$ cat src/rtl/paper_sequencer.sv
// Purpose : tiny 4-opcode sequencer with a 16x8 program memory and four 8-bit data registers.
// Latency : every executed instruction takes 2 cycles (FETCH then EXEC). HALTED is reached 2 cycles after an STP is fetched.
// Backpressure: none. start and load_en are honoured only in IDLE (start also in HALTED) and ignored while busy.
//
// Ports:
//   clk, rst_n                      clock and synchronous active-low reset
//   load_en, load_addr, load_data   program-memory write port (IDLE only)
//   start                           run request in IDLE, halt acknowledge in HALTED
//   rd_sel -> rd_data               combinational data-register read
//   instruct                        opcode for the downstream pulse gate (STP code when not executing)
//   pc, busy, done                  program counter, FETCH/EXEC indicator, HALTED indicator
module paper_sequencer (
  input  logic       clk,
  input  logic       rst_n,
  input  logic       load_en,
  input  logic [3:0] load_addr,
  input  logic [7:0] load_data,
  input  logic       start,
  input  logic [1:0] rd_sel,
  output logic [7:0] rd_data,
  output logic [1:0] instruct,
  output logic [3:0] pc,
  output logic       busy,
  output logic       done
);

  typedef enum logic [1:0] {IDLE, FETCH, EXEC, HALTED} state_t;

  localparam logic [1:0] OP_INC = 2'b00;
  localparam logic [1:0] OP_DEC = 2'b01;
  localparam logic [1:0] OP_STP = 2'b10;
  localparam logic [1:0] OP_JNZ = 2'b11;

  state_t          state, state_nxt;
  logic [7:0]      mem [16];
  logic [7:0]      ir, ir_nxt;
  logic [3:0]      pc_nxt;
  logic [3:0][7:0] rf, rf_nxt;
  logic            mem_we;
  logic [1:0]      rn;
  logic [3:0]      pc_inc;

  assign rn      = ir[5:4];
  assign pc_inc  = pc + 4'd1;       // wraps 15 -> 0 by width
  assign rd_data = rf[rd_sel];      // pre-update value during EXEC

  always_comb begin
    state_nxt = state;
    pc_nxt    = pc;
    ir_nxt    = ir;
    rf_nxt    = rf;
    mem_we    = 1'b0;
    instruct  = OP_STP;             // gate closed unless executing
    busy      = 1'b0;
    done      = 1'b0;
    case (state)
      IDLE: begin
        // A write wins over start when both arrive together.
        if (load_en) begin
          mem_we = rst_n;
        end else if (start) begin
          pc_nxt    = 4'd0;
          state_nxt = FETCH;
        end
      end
      FETCH: begin
        busy      = 1'b1;
        instruct  = 2'b00;
        ir_nxt    = mem[pc];
        state_nxt = EXEC;
      end
      EXEC: begin
        busy      = 1'b1;
        instruct  = ir[7:6];
        state_nxt = FETCH;
        case (ir[7:6])
          OP_INC: begin
            rf_nxt[rn] = rf[rn] + 8'd1;
            pc_nxt     = pc_inc;
          end
          OP_DEC: begin
            if (rf[rn] != 8'd0) rf_nxt[rn] = rf[rn] - 8'd1;
            pc_nxt = pc_inc;
          end
          OP_STP: begin
            state_nxt = HALTED;
          end
          OP_JNZ: begin
            pc_nxt = (rf[rn] != 8'd0) ? ir[3:0] : pc_inc;
          end
        endcase
      end
      HALTED: begin
        done = 1'b1;
        if (start) state_nxt = IDLE;
      end
      default: state_nxt = IDLE;
    endcase
  end

  // Reset discards whatever update was pending, including one computed in EXEC.
  always_ff @(posedge clk) begin
    if (!rst_n) begin
      state <= IDLE;
      pc    <= 4'd0;
      ir    <= 8'h80;
      rf    <= '0;
    end else begin
      state <= state_nxt;
      pc    <= pc_nxt;
      ir    <= ir_nxt;
      rf    <= rf_nxt;
    end
  end

  // Program memory survives reset; mem_we is already qualified by rst_n.
  always_ff @(posedge clk) begin
    if (mem_we) mem[load_addr] <= load_data;
  end

endmodule

$ cat config.mk
export PLATFORM = sky130hd
export DESIGN_NAME = paper_sequencer
export DESIGN_NICKNAME = d
export VERILOG_FILES = /design/src/rtl/paper_sequencer.sv
export SDC_FILE = /design/constraint.sdc
export NUM_CORES = 1
export LEC_CHECK = 0
export BUFFER_PORTS_ARGS = -buffer_cell sky130_fd_sc_hd__buf_2
export CAP_MARGIN = 30
export CORE_ASPECT_RATIO = 2
export CORE_MARGIN = 10
export CORE_UTILIZATION = 45
export DETAILED_ROUTE_END_ITERATION = 16
export PLACE_DENSITY_LB_ADDON = 0.25
export REMOVE_ABC_BUFFERS = 1
export SLEW_MARGIN = 20
export SYNTH_ARGS = -nofsm -noshare
export SYNTH_HDL_FRONTEND = slang
export SYNTH_SLANG_ARGS = --single-unit
$ cat constraint.sdc
create_clock -name clk -period 2.4 [get_ports clk]
set_input_delay 0.48 -clock clk [delete_from_list [all_inputs] [get_ports clk]]
set_output_delay 0.48 -clock clk [all_outputs]
set_load 0.02 [all_outputs]
==> out/summary.txt, run 1 <==
run status: complete, no violations
Flop pwr share: 50.1%
Clock transition at path regs: 0.07 ns
Slew HR: 59.2%
period utilization: 97.4%
Hold Fails Final Rpt: 0
total gr overflow: 0
Die Footprint: 22400 um^2
reg2reg start: ir[5]$_SDFFE_PN0N_
Cell variety after synth: 49
root buf cell: clkbuf_16
commonest cells after routing, fill and taps aside: edfxtp_1 (128), buf_4 (60), mux4_2 (55)
number of global-route vias before repair: 4807
sequential share of the synthesized area: 63.9%
CP Launch Type: register
cell taking the most area after synthesis: edfxtp_1
clock sinks: 174
Post-Syn Area: 7460 um^2
diodes inserted: 0
ANT nets after route: 0
fmax: 428 MHz
count of input and output buffers: 33
Final GP Congestion: 0.883
Sw Pwr: 0.00173 W
most common cell after layout, fill and taps aside: edfxtp_1
WL/cell: 22.1 um
Starting Density: 45.8%
largest net degree at the start of global routing: 37
Combinational Power Share: 11.0%
Mean Syn Cell Area: 16.2 um^2
clock latency on the worst-skew pair: 0.43 ns
clk_skew: 0.00808 ns
initial antenna violation count: 0
H-tree levels: 4
clock share of power: 38.9%
top layer reached by signal wires: met4
first-pass GRT wire length: 26.6 mm
Iter 0 DRT Violations: 256
ys flop type: edfxtp_1
number of detailed-route iterations in the first pass: 4
width of the die: 111 um
top cell type's share of synthesized area: 51.6%
CP arrival: 2.68 ns
FF+latch count, synth: 174
PD cells: 753 nW/um^2
CTS Buf Count: 17
Worst-Margin Slew: 0.611 ns
largest fanout on the critical path: 7
WS Path Type: reg -> reg
DR DRC count: 0
Net Sw Frac: 25.6%
Post-synth EDFFs: 128
Rows: 66
total power: 0.00674 W
Power Internal: 0.00501 W
worst hold start: load_data[5]
Layout Nets: 579
CP required: 2.74 ns
Area growth syn-to-layout: 20.1%
CTS tree: done
RSZ-0062 raised after global routing: yes
fin. max-slew vios: 0
Critical Path Sink Type: register
LEAKAGE: 3.02 nW
final core utilization: 55.0%
drt via density: 5.76
Total Wirelength: 17.1 mm
detailed placer's ending HPWL: 12.5 mm
Core Box Area: 16300 um^2
Ys Warns: 0
total of max-cap violations: 0
Die Span Y: 202 um
WL met3: 619 um
Worst Setup SP: ir[5]$_SDFFE_PN0N_
ys async rst share: 0%
Max Buffers Root-to-Sink: 2
final setup fails: 0
met2 WL: 10.1 mm
vias: 4444
gr usage total: 15.3%
post-layout minimum cycle time: 2.34 ns
Hold Crit Class: in -> reg
setup_tns: 0 ns
boundary pin count: 34
share of layout cells above drive strength 1: 36.3%
M1 WL: 5.77 mm
maximum VDD drop: 0.000568 V
top cells by area, synth: edfxtp_1 (52%), mux4_2 (17%), dfxtp_1 (12%)
synthesized instance count: 461
logic make-up (layout without fill, tap and decap cells):
group | count (synthesis) | count (layout) | synth area share [%]
AO/OA/AOI/OAI | 50 | 50 | 4.67
XOR/XNOR | 4 | 4 | 0.470
adder cells (fa/ha/maj) | 7 | 7 | 1.17
buffers and inverters | 35 | 141 | 2.10
flip-flops | 174 | 174 | 63.9
multiplexers | 76 | 76 | 19.7
AND/OR/NAND/NOR | 115 | 115 | 8.04
state kept, by name, summed over array words and instances (netlist names), named ones only:
name / flops
ir: 8
mem: 128
pc: 4
rf: 28
state: 2
cell usage after synthesis (2+ instances only):
cell type / number
nand2_1: 25
and3b_1: 2
xor2_1: 2
edfxtp_1: 128
a21oi_1: 11
nor2b_1: 3
ha_1: 7
o22ai_1: 8
or3_1: 3
o21ai_0: 6
buf_2: 8
nor3_1: 5
buf_6: 2
a211oi_1: 3
xnor2_1: 2
clkbuf_1: 15
mux4_2: 55
and3_1: 2
nand3b_1: 3
o2bb2ai_1: 2
buf_1: 2
inv_1: 8
dfxtp_1: 46
mux2i_1: 20
o32ai_1: 4
nand3_1: 14
nand2b_1: 12
a31oi_1: 4
nor2_1: 36
a32oi_1: 2
and4_1: 3
critical path, stage by stage (launching register included):
cell     delay (ns)
dfxtp_4        0.43
buf_6          0.13
mux4_2         0.56
nor4_4         0.28
buf_4          0.19
buf_4          0.13
a21oi_4        0.06
o41a_1         0.32
a21oi_1        0.17
path summary, 6_finish.rpt:
kind / end / slack (ns) / cells past startpoint
max: pc[0]$_SDFFE_PN0P_ / 0.06 / 8
min: mem[4][5]$_DFFE_PP_ / 0.43 / 1
max reg2reg: pc[0]$_SDFFE_PN0P_ / 0.06 / 8
min reg2reg: rf[13]$_SDFFE_PN0P_ / 0.49 / 2
routing by layer:
metal  vias up  global-route usage, %
met5         -                      0
met4         0                   7.61
met3        30                   3.44
met2       123                   29.8
met1      2276                   14.2
li1       2015                      -
layout make-up:
class / instances / area [um^2]
Clock buffer: 17 / 425
Clock inverter: 15 / 146
Multi-Input combinational cell: 252 / 2580
Inverter: 8 / 30.0
Timing Repair Buffer: 101 / 741
Sequential cell: 174 / 4770
Tap cell: 204 / 255
Fill cell: 1273 / 7320
power groups by stage:
stage / Clock (W) / Combinational, W / Sequential [W]
after floorplan: 0 / 0.000406 / 0.00344
after global placement: 0 / 0.000707 / 0.00343
after detailed placement: 0 / 0.000723 / 0.00344
after CTS: 0.00268 / 0.000729 / 0.00337
after global routing: 0.00280 / 0.000809 / 0.00338
final: 0.00262 / 0.000744 / 0.00337
per-stage QoR:
stage	instances	hold slack [ns]	instance area [um^2]	setup WS, ns
3_3_place_gp	732	0.470	8260	-0.153
4_1_cts	767	0.407	8860	-0.00121
2_1_floorplan	434	0.452	7330	-0.673
3_5_place_dp	732	0.478	8260	-0.232
5_1_grt	771	0.423	8950	-0.0329
6_report	771	0.426	8950	0.0613
repair_timing:
item | in CTS | in global routing
pin swaps | 0 | 3
hold buffers | 0 | 0
setup endpoints to repair | 36 | 29
gates cloned | 0 | 0
gates resized for setup | 2 | 15
setup buffers | 3 | 4
Note: power is estimated with default switching activity, not from simulation.
==> run 2: changes to the inputs <==
--- a/config.mk
+++ b/config.mk
@@ -5,12 +5,12 @@
 export SDC_FILE = /design/constraint.sdc
 export NUM_CORES = 1
 export LEC_CHECK = 0
-export BUFFER_PORTS_ARGS = -buffer_cell sky130_fd_sc_hd__buf_2
 export CAP_MARGIN = 30
 export CORE_ASPECT_RATIO = 2
 export CORE_MARGIN = 10
 export CORE_UTILIZATION = 45
 export DETAILED_ROUTE_END_ITERATION = 16
+export DONT_BUFFER_PORTS = 1
 export PLACE_DENSITY_LB_ADDON = 0.25
 export REMOVE_ABC_BUFFERS = 1
 export SLEW_MARGIN = 20
==> out/summary.txt, run 2 (same netlist as run 1, synthesis figures left out) <==
total power: 0.00697 W (was 0.00674 W)
final core utilization: 54.1% (was 55.0%)
fin. max-slew vios: 0 (unchanged)
Fillers: 1275 (was 1273)
Largest register FFs: 128 (unchanged)
diodes inserted: 0 (unchanged)
slowest stage cell, crit path: mux4_1 (was mux4_2)
CTS Buf Count: 17 (unchanged)
CTS tree: done (unchanged)
most common cell after layout, fill and taps aside: edfxtp_1 (unchanged)
initial antenna violation count: 0 (unchanged)
PD cells: 793 nW/um^2 (was 753 nW/um^2)
DR DRC count: 0 (unchanged)
gr usage total: 15.0% (was 15.3%)
Area growth syn-to-layout: 18.0% (was 20.1%)
clock latency on the worst-skew pair: 0.43 ns (about the same)
final setup fails: 0 (unchanged)
Largest stage delay, worst path: 0.61 ns (was 0.56 ns)
Rows: 66 (unchanged)
boundary pin count: 34 (unchanged)
Critical Path Sink Type: register (unchanged)
detailed placer's ending HPWL: 11.9 mm (was 12.5 mm)
root buf cell: clkbuf_16 (unchanged)
WS Path Type: reg -> reg (unchanged)
ANT nets after route: 0 (unchanged)
commonest cells after routing, fill and taps aside: edfxtp_1 (128), buf_4 (62), mux4_2 (55) (was edfxtp_1 (128), buf_4 (60), mux4_2 (55))
biggest regs: mem (128), rf (28), ir (8) (unchanged)
LEAKAGE: 2.88 nW (was 3.02 nW)
Critical R2R Capture: rf[31]$_SDFFE_PN0P_ (was pc[0]$_SDFFE_PN0P_)
Max Buffers Root-to-Sink: 2 (unchanged)
width of the die: 111 um (unchanged)
Die Span Y: 202 um (unchanged)
vias: 4280 (was 4444)
largest net degree at the start of global routing: 37 (unchanged)
maximum VDD drop: 0.000727 V (was 0.000568 V)
CP Launch Type: register (unchanged)
Slew HR: 63.5% (was 59.2%)
CP most frequent cell: buf_4 (unchanged)
Total Wirelength: 16.5 mm (was 17.1 mm)
total of max-cap violations: 0 (unchanged)
clock sinks: 174 (unchanged)
WL/cell: 22.4 um (was 22.1 um)
post-layout minimum cycle time: 2.32 ns (was 2.34 ns)
period utilization: 96.6% (was 97.4%)
first-pass GRT wire length: 25.9 mm (was 26.6 mm)
Worst-Margin Slew: 0.542 ns (was 0.611 ns)
clk_skew: 0.00804 ns (was 0.00808 ns)
Core Box Area: 16300 um^2 (unchanged)
Worst Setup SP: ir[5]$_SDFFE_PN0N_ (unchanged)
drt via density: 5.83 (was 5.76)
number of detailed-route iterations in the first pass: 4 (unchanged)
H-tree levels: 4 (unchanged)
reg2reg start: ir[5]$_SDFFE_PN0N_ (unchanged)
CP required: 2.75 ns (was 2.74 ns)
CP Capture Point: rf[31]$_SDFFE_PN0P_ (was pc[0]$_SDFFE_PN0P_)
Final GP Congestion: 0.835 (was 0.883)
CP arrival: 2.67 ns (was 2.68 ns)
fmax: 431 MHz (was 428 MHz)
Die Footprint: 22400 um^2 (unchanged)
# hold bufs at CTS: 0 (unchanged)
Starting Density: 45.8% (unchanged)
total gr overflow: 0 (unchanged)
Reg2Reg Setup Slack: 0.08 ns (was 0.06 ns)
share of layout cells above drive strength 1: 31.9% (was 36.3%)
Iter 0 DRT Violations: 248 (was 256)
run status: complete, no violations (unchanged)
Critical Path, Cell by Cell: buf_4, mux4_1, nor4_4, buf_4, buf_4, a32oi_1, xor2_1, buf_4, o22ai_1 (was buf_6, mux4_2, nor4_4, buf_4, buf_4, a21oi_4, o41a_1, a21oi_1)
largest fanout on the critical path: 8 (was 7)
Layout Nets: 544 (was 579)
count of input and output buffers: 0 (was 33)
Hold Fails Final Rpt: 0 (unchanged)
Clock transition at path regs: 0.07 ns (about the same)
Biggest register: mem (unchanged)
Hold Crit Class: in -> reg (unchanged)
cells on worst reg2reg path: 9 (was 8)
number of global-route vias before repair: 4599 (was 4807)
[run 2: cell count changes in the layout (fill, tap and decap cells not counted), moves of 2 or more]
cell / previous run / this run
inv_8: 4 / 2
bufinv_16: 0 / 4
clkinv_8: 2 / 0
buf_2: 33 / 0
buf_4: 60 / 62
buf_6: 4 / 1
a21oi_1: 11 / 9
clkinv_2: 2 / 0
a21oi_2: 0 / 3
[run 2: worst max-delay path, delay by kind of cell (launching register included)]
family          cells  cell delay (ns)
mux                 1             0.61
flops               1             0.42
compound gates      2             0.22
buf+inv             4             0.60
xor+xnor            1             0.17
simple gates        1             0.23
[run 2: what timing repair did]
item,4_1_cts,5_1_grt
gates resized for setup,4,8
buffers inserted,2,3
pin swaps,1,2
setup endpoints to repair,37,35
[run 2: final cells by class]
type | instances | area [um^2] | area share, %
inverter | 8 | 30.0 | 0.341
tap | 204 | 255 | 2.90
multi-input combinational | 252 | 2580 | 29.3
clock inverter | 13 | 203 | 2.30
sequential | 174 | 4770 | 54.2
clock buffer | 17 | 425 | 4.84
timing repair buffer | 66 | 537 | 6.10
[run 2: per-stage QoR]
| stage | instance area, um^2 | std cells | TNS [ns] | hold slack [ns] | setup WS, ns |
|---|---|---|---|---|---|
| final | 8800 | 734 | 0 | 0.119 | 0.0819 |
| after global routing | 8800 | 734 | -0.00420 | 0.107 | -0.00420 |
| after CTS | 8740 | 731 | 0 | 0.0940 | 0.0198 |
| after detailed placement | 8080 | 699 | -4.69 | 0.479 | -0.206 |
| after global placement | 8080 | 699 | -3.08 | 0.468 | -0.130 |
| after floorplan | 7330 | 434 | -9.84 | 0.452 | -0.673 |
[run 2: report_power, final]
| part | switching, W | total (W) | internal, W |
|---|---|---|---|
| logic | 0.000346 | 0.000661 | 0.000315 |
| registers | 0.0000733 | 0.00338 | 0.00330 |
| clock network | 0.00118 | 0.00294 | 0.00176 |
| total | 0.00160 | 0.00697 | 0.00538 |
[run 2: metal layers]
metal  up-vias  track usage, %  routed length (um)
li1       1949               -                   -
met1      2204            14.0                5690
met2        98            28.5                9450
met3        29            4.92                 899
met4         0            6.37                 412
met5         -               0                   0
[run 2: worst min path at each step]
stage | startpoint | to | slack [ns] | cells past startpoint
3_3_place_gp | rf[19]$_SDFFE_PN0P_ | rf[19]$_SDFFE_PN0P_ | 0.47 | 2
6_report | rst_n | ir[7]$_SDFFE_PN1N_ | 0.12 | 1
2_1_floorplan | rf[13]$_SDFFE_PN0P_ | rf[13]$_SDFFE_PN0P_ | 0.45 | 2
3_5_place_dp | rf[12]$_SDFFE_PN0P_ | rf[12]$_SDFFE_PN0P_ | 0.48 | 2
4_1_cts | rst_n | ir[7]$_SDFFE_PN1N_ | 0.09 | 1
5_1_grt | rst_n | ir[7]$_SDFFE_PN1N_ | 0.11 | 1
